==> src/rtl/axi_kiwi_cfg_slave.sv <==
// AXI4-Lite control/status register file for the SDR receiver.
// Optional macro KIWI_CFG_WSTB_EN adds the cfg_wstb per-word write strobe port.
module axi_kiwi_cfg_slave #(
    parameter int AXI_ADDR_WIDTH = 16,
    parameter int CFG_WORDS      = 8,
    parameter int STS_WORDS      = 8,
    parameter int STS_SEL_BIT    = 12
) (
    input  logic                      aclk,
    input  logic                      aresetn,
    input  logic [AXI_ADDR_WIDTH-1:0] s_axi_awaddr,
    input  logic                      s_axi_awvalid,
    output logic                      s_axi_awready,
    input  logic [31:0]               s_axi_wdata,
    input  logic [3:0]                s_axi_wstrb,
    input  logic                      s_axi_wvalid,
    output logic                      s_axi_wready,
    output logic [1:0]                s_axi_bresp,
    output logic                      s_axi_bvalid,
    input  logic                      s_axi_bready,
    input  logic [AXI_ADDR_WIDTH-1:0] s_axi_araddr,
    input  logic                      s_axi_arvalid,
    output logic                      s_axi_arready,
    output logic [31:0]               s_axi_rdata,
    output logic [1:0]                s_axi_rresp,
    output logic                      s_axi_rvalid,
    input  logic                      s_axi_rready,
    input  logic [32*STS_WORDS-1:0]   sts_data,
    output logic [32*CFG_WORDS-1:0]   cfg_data
`ifdef KIWI_CFG_WSTB_EN
    ,
    output logic [CFG_WORDS-1:0]      cfg_wstb
`endif
);

    localparam int IDXW = STS_SEL_BIT - 2;
    localparam logic [1:0] RESP_OKAY   = 2'b00;
    localparam logic [1:0] RESP_SLVERR = 2'b10;

    typedef enum logic [0:0] {W_IDLE, W_RESP} w_state_t;
    typedef enum logic [0:0] {R_IDLE, R_RESP} r_state_t;

    w_state_t w_state, w_next;
    r_state_t r_state, r_next;

    logic [31:0] cfg_q [CFG_WORDS];

    // Ready lines stay low for the first cycle out of reset.
    logic alive;

    logic                      aw_done, w_done;
    logic [AXI_ADDR_WIDTH-1:0] aw_addr_q;
    logic [31:0]               w_data_q;
    logic [3:0]                w_strb_q;

    logic                      aw_hs, w_hs, wr_commit;
    logic [AXI_ADDR_WIDTH-1:0] wa;
    logic [31:0]               wd;
    logic [3:0]                ws;
    logic [IDXW-1:0]           wr_idx;
    logic                      wr_cfg_ok;

    logic                      ar_hs;
    logic [IDXW-1:0]           rd_idx;
    logic [31:0]               rd_word;
    logic                      rd_ok;

    logic unused_addr_bits;

    assign aw_hs = s_axi_awvalid & s_axi_awready;
    assign w_hs  = s_axi_wvalid & s_axi_wready;
    assign ar_hs = s_axi_arvalid & s_axi_arready;

    // A channel captured earlier wins over the live bus for the commit.
    assign wa = aw_done ? aw_addr_q : s_axi_awaddr;
    assign wd = w_done  ? w_data_q  : s_axi_wdata;
    assign ws = w_done  ? w_strb_q  : s_axi_wstrb;

    assign wr_commit = (w_state == W_IDLE)
                     & (aw_done | aw_hs)
                     & (w_done | w_hs);

    assign wr_idx    = wa[STS_SEL_BIT-1:2];
    assign wr_cfg_ok = !wa[STS_SEL_BIT] && (int'(wr_idx) < CFG_WORDS);

    assign rd_idx = s_axi_araddr[STS_SEL_BIT-1:2];

    assign unused_addr_bits = ^{wa[1:0], wa[AXI_ADDR_WIDTH-1:STS_SEL_BIT+1],
                                s_axi_araddr[1:0],
                                s_axi_araddr[AXI_ADDR_WIDTH-1:STS_SEL_BIT+1]};

    // Flat config bus packing, word k at bits [32k+31:32k].
    for (genvar g = 0; g < CFG_WORDS; g++) begin : g_cfg_out
        assign cfg_data[32*g +: 32] = cfg_q[g];
    end

    // Post-reset enable for the ready lines.
    always_ff @(posedge aclk) begin
        if (!aresetn) alive <= 1'b0;
        else          alive <= 1'b1;
    end

    // Write FSM state register.
    always_ff @(posedge aclk) begin
        if (!aresetn) w_state <= W_IDLE;
        else          w_state <= w_next;
    end

    // Write FSM next state.
    always_comb begin
        w_next = w_state;
        unique case (w_state)
            W_IDLE: if (wr_commit)    w_next = W_RESP;
            W_RESP: if (s_axi_bready) w_next = W_IDLE;
        endcase
    end

    // Write FSM outputs: each channel accepts once per transaction.
    always_comb begin
        s_axi_awready = 1'b0;
        s_axi_wready  = 1'b0;
        s_axi_bvalid  = (w_state == W_RESP);
        if (alive && w_state == W_IDLE) begin
            s_axi_awready = !aw_done;
            s_axi_wready  = !w_done;
        end
    end

    // Hold whichever of AW/W arrives first until its partner shows up.
    always_ff @(posedge aclk) begin
        if (!aresetn) begin
            aw_done   <= 1'b0;
            w_done    <= 1'b0;
            aw_addr_q <= '0;
            w_data_q  <= '0;
            w_strb_q  <= '0;
        end else if (wr_commit) begin
            aw_done <= 1'b0;
            w_done  <= 1'b0;
        end else begin
            if (aw_hs) begin
                aw_done   <= 1'b1;
                aw_addr_q <= s_axi_awaddr;
            end
            if (w_hs) begin
                w_done   <= 1'b1;
                w_data_q <= s_axi_wdata;
                w_strb_q <= s_axi_wstrb;
            end
        end
    end

    // Byte-masked update of the addressed config word.
    always_ff @(posedge aclk) begin
        if (!aresetn) begin
            for (int k = 0; k < CFG_WORDS; k++) cfg_q[k] <= '0;
        end else if (wr_commit && wr_cfg_ok) begin
            for (int k = 0; k < CFG_WORDS; k++) begin
                if (wr_idx == IDXW'(k)) begin
                    for (int b = 0; b < 4; b++) begin
                        if (ws[b]) cfg_q[k][8*b +: 8] <= wd[8*b +: 8];
                    end
                end
            end
        end
    end

    // Write response code, fixed at commit.
    always_ff @(posedge aclk) begin
        if (!aresetn)       s_axi_bresp <= RESP_OKAY;
        else if (wr_commit) s_axi_bresp <= wr_cfg_ok ? RESP_OKAY : RESP_SLVERR;
    end

`ifdef KIWI_CFG_WSTB_EN
    // One-cycle strobe aligned with the config word update.
    always_ff @(posedge aclk) begin
        if (!aresetn) begin
            cfg_wstb <= '0;
        end else begin
            for (int k = 0; k < CFG_WORDS; k++) begin
                cfg_wstb[k] <= wr_commit && wr_cfg_ok && (wr_idx == IDXW'(k));
            end
        end
    end
`endif

    // Read FSM state register.
    always_ff @(posedge aclk) begin
        if (!aresetn) r_state <= R_IDLE;
        else          r_state <= r_next;
    end

    // Read FSM next state.
    always_comb begin
        r_next = r_state;
        unique case (r_state)
            R_IDLE: if (ar_hs)        r_next = R_RESP;
            R_RESP: if (s_axi_rready) r_next = R_IDLE;
        endcase
    end

    // Read FSM outputs.
    always_comb begin
        s_axi_arready = alive && (r_state == R_IDLE);
        s_axi_rvalid  = (r_state == R_RESP);
    end

    // Select the addressed config or status word.
    always_comb begin
        rd_word = '0;
        rd_ok   = 1'b0;
        if (!s_axi_araddr[STS_SEL_BIT]) begin
            for (int k = 0; k < CFG_WORDS; k++) begin
                if (rd_idx == IDXW'(k)) begin
                    rd_word = cfg_q[k];
                    rd_ok   = 1'b1;
                end
            end
        end else begin
            for (int k = 0; k < STS_WORDS; k++) begin
                if (rd_idx == IDXW'(k)) begin
                    rd_word = sts_data[32*k +: 32];
                    rd_ok   = 1'b1;
                end
            end
        end
    end

    // Snapshot read data at the address handshake.
    always_ff @(posedge aclk) begin
        if (!aresetn) begin
            s_axi_rdata <= '0;
            s_axi_rresp <= RESP_OKAY;
        end else if (ar_hs) begin
            s_axi_rdata <= rd_word;
            s_axi_rresp <= rd_ok ? RESP_OKAY : RESP_SLVERR;
        end
    end

endmodule
==> config.mk <==
export PLATFORM = sky130hd
export DESIGN_NAME = axi_kiwi_cfg_slave
export DESIGN_NICKNAME = d
export VERILOG_FILES = /design/src/rtl/axi_kiwi_cfg_slave.sv
export SDC_FILE = /design/constraint.sdc
export NUM_CORES = 1
export LEC_CHECK = 0
export ABC_AREA = 1
export CELL_PAD_IN_SITES_DETAIL_PLACEMENT = 0
export CELL_PAD_IN_SITES_GLOBAL_PLACEMENT = 1
export CORE_ASPECT_RATIO = 0.7
export CORE_MARGIN = 4
export CORE_UTILIZATION = 35
export DETAILED_ROUTE_END_ITERATION = 12
export HOLD_SLACK_MARGIN = 0.05
export PLACE_DENSITY = 0.95
export SETUP_SLACK_MARGIN = 0.5
export SYNTH_ARGS = -nofsm -noshare
export SYNTH_HDL_FRONTEND = slang
export SYNTH_SLANG_ARGS = --single-unit
==> constraint.sdc <==
create_clock -name aclk -period 6.5 [get_ports aclk]
set_input_delay 1.3 -clock aclk [delete_from_list [all_inputs] [get_ports aclk]]
set_output_delay 1.3 -clock aclk [all_outputs]
set_load 0.01 [all_outputs]
After elaboration in Yosys (flattened, before gate mapping)
Memories as Yosys holds them, arrays and structs flattened.
Index checks and enable logic that the tools add are counted.
- bits in registers: 90
- latch bits: 0
- RAM bits: 256
- bits in read-only memories: 0
- output and inout port bits: 297
- logic and storage cells: 286
- memories kept: 1
- $add $sub $neg: 0
- multiply operators: 0
- divide/modulo/power cells: 0
- magnitude comparators: 1
- equality and inequality tests: 14
- shift-type cells: 0
- mux-type cells: 204
- bitwise operators: 43
- reductions and logical operators: 12
- memories (memory ; depth ; width ; rd ports ; clocked after Yosys merged registers in ; wr ports ; RTL line ; RTL):
    cfg_q ; 8 ; 32 ; 8 ; 0 ; 8 ; 46 ; logic [31:0] cfg_q [CFG_WORDS];
- operator list (cell ; number):
    two-way mux 32 bit ; 18
    two-way mux 8 bit ; 32
    two-way mux 1 bit ; 148
    == test 10 x 3 -> 1 bit (second input constant) ; 8
    == test 10 x 2 -> 1 bit (second input constant) ; 4
    OR 1 bit ; 34
    == test 10 x 1 -> 1 bit (second input constant) ; 2
    logical NOT 10 bit ; 2
    two-way mux 13 bit ; 1
    less-than comparator 10 x 4 -> 1 bit (second input constant) ; 1
    AND 1 bit ; 5
    logical AND 1 bit ; 4
    two-way mux 2 bit ; 2
    two-way mux 4 bit ; 1
    NOT 1 bit ; 4
    case mux 1 bit (2 select lines) ; 2
    AND reduction 2 bit ; 2
    logical NOT 1 bit ; 3
    OR reduction 2 bit ; 1

Logic depth before layout (Yosys ltp)
Gate-level depths: netlist (run 1).
- depth in word-level cells: 12
- gate-level depth with buffers: 18
- mapped depth without buffers: 16

Worst setup path after synthesis (run 1)
OpenSTA, ideal clock, no wires.
- path kind: input to register
- start: in s_axi_awaddr[6]
- end: mem cfg_q[7][4] (netlist: cfg_q[1][100]) (enable)
- arrival: 3.072 ns
- required time: 6.116 ns
- path slack: 3.044 ns
- cell stages on the path: 7
- path buffers: 1
- cell sequence: or2_4 -> o41ai_4 -> nand4_1 -> nor2_1 -> buf_2 -> nand2_1 -> o21ai_0
- RTL lines (what ; RTL line ; RTL):
    start, declared ; 11 ; input logic [AXI_ADDR_WIDTH-1:0] s_axi_awaddr,
    end, declared ; 46 ;

Worst setup path after layout (run 1)
- start: in s_axi_araddr[11]
- end: reg s_axi_rdata[14]
- cells in the longest elaborated chain, start to end: 10
- elaborated cells between the ends (all ways): 25
- classes of those cells: eq/ne (7); mux (17); reduce/logical (1)
- ends and longest elaborated chain (what ; RTL line ; RTL):
    start, declared ; 21 ; input logic [AXI_ADDR_WIDTH-1:0] s_axi_araddr,
    logical NOT 10 bit ; 214, 221 ;
    two-way mux 32 bit, on equally long branches (8 in series) ; 214, 221 ;
    two-way mux 32 bit (*) ; 212 ; if (!s_axi_araddr[STS_SEL_BIT]) begin
    end signal, assigned ; 235 ; s_axi_rdata <= rd_word;
    end, declared ; 24 ; output logic [31:0] s_axi_rdata,
Every way passes the cells marked *; elsewhere a longest branch is shown, timed or not.
A chain may end at the register's enable or synchronous reset.

==> results of run 1 <==
Yosys cell counts (4+ instances only):
master    number  share of area, %
nand4_1        5              0.17
nand2_1      620                13
nand3_1      172               4.6
o21bai_1       6              0.24
nor3_1        14              0.38
clkinv_1       5              0.10
dfxtp_1       86               9.3
or2_0         11              0.37
clkbuf_1      90               1.8
nor2_2         7              0.24
o21a_1        27               1.1
buf_6          6              0.36
nand3_2       15              0.81
inv_2          4             0.081
or2_2         21              0.71
buf_1         12              0.24
buf_2         20              0.54
o21ai_0      197               5.3
nand3_4       10              0.94
nor2_1       483               9.8
a21oi_1      105               2.8
inv_1        248               5.0
edfxtp_1     256                41
report_power, final:
| part | total, mW | internal, mW | switching (mW) |
|---|---|---|---|
| Sequential | 2.53 | 2.46 | 0.0658 |
| Clock | 2.11 | 1.18 | 0.928 |
| Combinational | 0.798 | 0.383 | 0.415 |
registers in the layout (all words and copies together), names as in the netlist:
register and flops:
s_axi_bvalid 1, aw_addr_q 11, w_strb_q 4, cfg_q 256
aw_done 1, s_axi_rdata 32, w_done 1, alive 1
w_data_q 32, s_axi_bresp 1, s_axi_rvalid 1, s_axi_rresp 1
area by class of cell:
cell class,instances,area (sq um)
fillers,5036,25800
flip-flops and latches,342,9409
multi-input cells,1710,7640
repair buffers,647,6414
clock buffers,50,1005
inverters,257,964.7
well taps,684,855.8
clock inverters,18,187.7
diodes,6,15.01
cell families (layout without fill, tap and decap cells):
logic type	after synthesis	in the layout	synth area share [%]
simple gates	1366	1366	30.94
buf+inv	389	972	8.398
compound gates	339	339	9.748
other cells	1	8	0.02022
mux	3	3	0.1619
flops	342	342	50.73
metal layers:
| metal | up-vias | GRT usage (%) | routed length [microns] |
|---|---|---|---|
| li1 | 8952 | - | - |
| met5 | - | 0 | 20 |
| met1 | 8937 | 39.42 | 35430 |
| met3 | 138 | 9.898 | 11180 |
| met2 | 1146 | 42.97 | 36290 |
| met4 | 2 | 6.927 | 2178 |
metrics by stage:
| stage | instances | power, mW |
|---|---|---|
| final | 3714 | 5.432 |
| after global routing | 3712 | 5.613 |
| after CTS | 3708 | 5.446 |
| after detailed placement | 3640 | 3.363 |
| after global placement | 3640 | 3.353 |
| after floorplan | 2441 | 2.832 |
cells in the final DEF (no fill, tap or decap), drive strengths merged, types with 2 or more instances in the layout:
master and count:
nand2 622, o21bai 6, edfxtp 256, conb 2, clkdlybuf4s50 613, o21ai 197
mux2i 3, nor3 14, buf 34, o21a 27, dfxtp 86, inv 255
nand4 5, or2 34, clkbuf 50, nand3 197, a21oi 105, clkinv 17
bufinv 2, nor2 493, diode 6
how the worst max path moves through the flow:
| stage | end | startpoint | cells after the start | slack [ns] |
|---|---|---|---|---|
| 5_1_grt | s_axi_rdata[3] | s_axi_araddr[11] | 16 | 2.12 |
| 6_report | s_axi_rdata[14] | s_axi_araddr[11] | 16 | 2.26 |
| 4_1_cts | s_axi_rdata[28] | s_axi_araddr[11] | 15 | 2.32 |
| 3_3_place_gp | s_axi_rdata[28] | s_axi_araddr[11] | 15 | 1.76 |
| 2_1_floorplan | cfg_q[1][100] | s_axi_awaddr[6] | 7 | 3.04 |
| 3_5_place_dp | s_axi_rdata[28] | s_axi_araddr[11] | 15 | 1.75 |
worst max-delay path, stage by stage:
cell             delay (ns)
clkdlybuf4s50_1        0.44
nor2_4                 0.22
nand2_1                0.49
inv_1                  0.54
nand2_2                0.11
nand2_2                0.42
buf_4                  0.38
nor2_1                 0.08
nand2_1                0.12
nand2_1                0.11
nand2_1                0.11
nand2_1                0.06
nand2_1                0.06
nand3_1                0.07
nand2_1                0.08
inv_1                  0.03
==> flow_metrics.py, run 1 <==
metrics = {
    "timing": {
        "worst_slack_ns": 2.264,
        "period_share_pct": 65.16,
        "layout_min_cycle_time_ns": 4.236,
        "skew_ns": 0.04283,
        "setup_viol": 0,
        "rsz0062_at_grt": "no",
        "hold_violations": 0,
        "maxSlewViolCount": 0,
        "hold_ws_ns": 0.4691,
        "tns_ns": 0,
        "max_freq_mhz": 236.1,
        "worst_pin_slew_ns": 1.294,
        "relSlewSlack_pct": 13.10,
    },
    "drt": {
        "wl_per_cell_microns": 22.91,
        "drt-total-wl_mm": 85.09,
        "vias_per_cell": 5.163,
        "antenna_left": 0,
        "dr.pass1.iters": 6,
        "num_vias": 19175,
        "initialDrtViolationCount": 2278,
        "drcViolationCount": 0,
    },
    "setup_path": {
        "arrival_ns": 4.66,
        "reg2reg_to": "cfg_q[0][36]",
        "r2r_cells": 8,
        "crit_type": "input port to register",
        "r2r-start": "aw_done",
        "worstSetupEndpointType": "register",
        "worst_setup_path_start_kind": "input port",
        "worst-r2r-setup-slack_ns": 2.91,
        "crit_fanout": 22,
        "cp.required_ns": 6.92,
    },
    "clock_tree": {
        "ctsResizeCount": 0,
        "cts-root-buf": "clkbuf_16",
        "cts_buffer_depth": 3,
        "cts_inserted_buffers": 37,
        "cts_tree": "yes",
        "post_cts.repair.setup_buffers": 0,
        "postCtsHoldBufs": 0,
        "clk_latency_ns": 0.56,
        "h-tree-depth": 2,
        "cts_sinks": 342,
        "clkTransAtPathRegs_ns": 0.06,
    },
    "power_and_ir_drop": {
        "vdd_drop_max_uv": 191.7,
        "powerDensity_nw_per_um2": 205.0,
        "leakage_nw": 11.19,
    },
    "grt": {
        "grt_max_degree": 79,
        "first_global_vias": 17716,
        "antenna_found_initial": 7,
        "grt_pass1_wl_mm": 121.6,
        "grt_usage_pct": 28.50,
        "gr-total-overflow": 0,
    },
    "synth": {
        "synth-edff-count": 256,
        "yosysUniqueCellTypes": 36,
        "synthArstFlopShare_pct": 0,
        "syn_inst": 2440,
        "yosys_most_used_dff": "edfxtp_1",
        "synth_seq_area_share_pct": 50.73,
        "ys_ff_latch": 342,
        "synth_area_sq_um": 18550,
        "avgSynthCellArea_sq_um": 7.602,
        "ys_warn_count": 0,
    },
    "final_layout": {
        "syn_to_final_growth_pct": 42.82,
        "drive_gt1_share_pct": 5.324,
        "postLayoutCoreUtil_pct": 50.66,
        "fin_area_sq_um": 26490,
        "fin_nets": 3326,
    },
    "placement": {
        "dp_hpwl_mm": 63.67,
        "numPortBuffers": 615,
        "dpl_worst_slack_ns": 1.752,
        "globalplace.congestion": 0.9280,
        "post_dp_cell_area_sq_um": 25280,
    },
    "die": {
        "core_area_sq_um": 52290,
        "die_h_microns": 200.6,
        "die-area_sq_um": 56800,
        "initial_core_util_pct": 35.47,
        "ios": 628,
        "rows": 70,
        "die_w_microns": 283.1,
    },
    "min_path": {
        "hp-class": "register to register",
        "min_to": "s_axi_bresp[1]",
        "hold_depth": 2,
        "hold_start": "s_axi_bresp[1]",
    },
    "run": {
        "max_cap_viol_count": 0,
    },
    "status": {
        "status": "completed",
    },
}
(Power assumes the default switching activity.)
==> run 2: changes to the inputs <==
- CORE_UTILIZATION: 35 -> 30
- PLACE_DENSITY: 0.95 -> 0.9
- clock period: 6.5 -> 3.8 ns (I/O delays scaled with it)
==> flow_metrics.py, run 2 (synthesized netlist as in run 1, its figures left out) <==
metrics = {
    "power_and_ir_drop": {
        "vdd_drop_max_uv": 249.2,
        "powerDensity_nw_per_um2": 345.3,
        "leakage_nw": 11.53,
    },
    "grt": {
        "grt_max_degree": 70,
        "antenna_found_initial": 6,
        "first_global_vias": 17634,
        "grt_usage_pct": 26.25,
        "grt_pass1_wl_mm": 126.9,
        "gr-total-overflow": 0,
    },
    "clock_tree": {
        "cts_buffer_depth": 3,
        "cts_sinks": 342,
        "clk_latency_ns": 0.57,
        "post_cts.repair.setup_buffers": 0,
        "cts_inserted_buffers": 38,
        "h-tree-depth": 2,
        "cts-root-buf": "clkbuf_16",
        "cts_tree": "yes",
        "ctsResizeCount": 0,
        "postCtsHoldBufs": 0,
        "clkTransAtPathRegs_ns": 0.06,
    },
    "timing": {
        "relSlewSlack_pct": 36.42,
        "worst_pin_slew_ns": 0.9537,
        "tns_ns": 0,
        "layout_min_cycle_time_ns": 3.131,
        "rsz0062_at_grt": "no",
        "maxSlewViolCount": 0,
        "skew_ns": 0.03955,
        "max_freq_mhz": 319.4,
        "setup_viol": 0,
        "hold_violations": 0,
        "period_share_pct": 82.40,
    },
    "final_layout": {
        "layout_commonest_cell": "nand2_1",
        "drive_gt1_share_pct": 7.568,
        "top_register": "cfg_q",
        "fin_nets": 3393,
        "layout_common_cells": "618 x nand2_1, 614 x clkdlybuf4s50_1, 477 x nor2_1",
        "fin_cells": 3904,
        "syn_to_final_growth_pct": 46.89,
        "largest_reg_flops": 256,
        "reg.largest.list": "cfg_q: 256 flops, s_axi_rdata: 32 flops, w_data_q: 32 flops",
    },
    "placement": {
        "dp_cells": 3830,
        "numPortBuffers": 615,
        "globalplace.congestion": 0.9540,
        "dp_hpwl_mm": 70.09,
    },
    "setup_path": {
        "worst_setup_path_start_kind": "input port",
        "arrival_ns": 3.57,
        "worstSetupEndpointType": "register",
        "cp.required_ns": 4.24,
        "r2r_cells": 7,
        "crit_type": "input port to register",
        "crit_fanout": 17,
    },
    "die": {
        "die_h_microns": 216.0,
        "ios": 628,
        "initial_core_util_pct": 30.64,
        "rows": 75,
        "die_w_microns": 305.2,
        "die-area_sq_um": 65930,
        "core_area_sq_um": 60530,
    },
    "drt": {
        "drcViolationCount": 0,
        "dr.pass1.iters": 7,
        "vias_per_cell": 4.924,
        "wl_per_cell_microns": 23.20,
        "initialDrtViolationCount": 2099,
        "drt-total-wl_mm": 90.58,
        "num_vias": 19222,
        "antenna_left": 0,
    },
    "min_path": {
        "hold_depth": 2,
        "hp-class": "register to register",
    },
    "run": {
        "max_cap_viol_count": 0,
    },
    "status": {
        "status": "completed",
    },
}
run 2: changes by cell type in the layout (fill, tap and decap cells not counted), sizes merged:
cell	before	now
clkinv	17	21
diode	6	4
buf	34	99
clkinvlp	1	5
inv	255	254
clkdlybuf4s50	613	614
clkbuf	50	45
run 2: power breakdown:
group          total (mW)  internal, mW  switching (mW)
Sequential           4.32          4.21           0.110
Combinational        1.42         0.676           0.741
Clock                3.67          2.01            1.66
Total                9.41          6.90            2.51
run 2: metrics by stage:
stage	worst slack (ns)	util, %	power, mW	hold slack, ns	area (sq um)
6_report	0.6690	45.01	9.408	0.4624	27240
5_1_grt	0.5737	45.00	9.730	0.4965	27240
4_1_cts	0.7917	45.00	9.446	0.4635	27230
3_5_place_dp	0.2014	42.99	5.798	0.4526	26020
3_3_place_gp	0.2199	42.99	5.784	0.4477	26020
2_1_floorplan	0.8843	-	4.845	0.4549	18550
run 2: critical path, cell delays in order:
cell	delay, ns
clkdlybuf4s50_1	0.52
inv_1	0.07
nor2_1	0.17
nand3_1	0.28
inv_1	0.23
nand2_2	0.32
buf_4	0.33
nor2_1	0.10
nor2_1	0.04
nand2_1	0.08
nand2_1	0.11
nand2_1	0.13
nand2_1	0.07
nand2_1	0.12
nand3_1	0.08
nand2_1	0.08
inv_1	0.04
run 2: final cells by class:
cell class              instances  area [sq um]
well taps                     808          1011
inverters                     257         965.9
repair buffers                713          6989
fillers                      5953         33280
clock buffers                  45         977.2
multi-input cells            1710          7645
clock inverters                25         237.7
diodes                          4         10.01
flip-flops and latches        342          9409
run 2: final timing paths:
check | start | slack [ns] | end
worst max register to register | aw_done | 0.92 | cfg_q[0][49]
worst max-delay path | s_axi_araddr[3] | 0.67 | s_axi_rdata[10]
worst min register to register | s_axi_bresp[1] | 0.46 | s_axi_bresp[1]
worst min-delay path | s_axi_bresp[1] | 0.46 | s_axi_bresp[1]
run 2: layer usage:
layer	up-vias	part of all wire (%)	track usage [%]
met5	-	0.089	0.7267
met4	4	2.9	7.167
met3	120	13	10.45
met2	1100	42	38.56
met1	8922	41	35.83
li1	9076	-	-
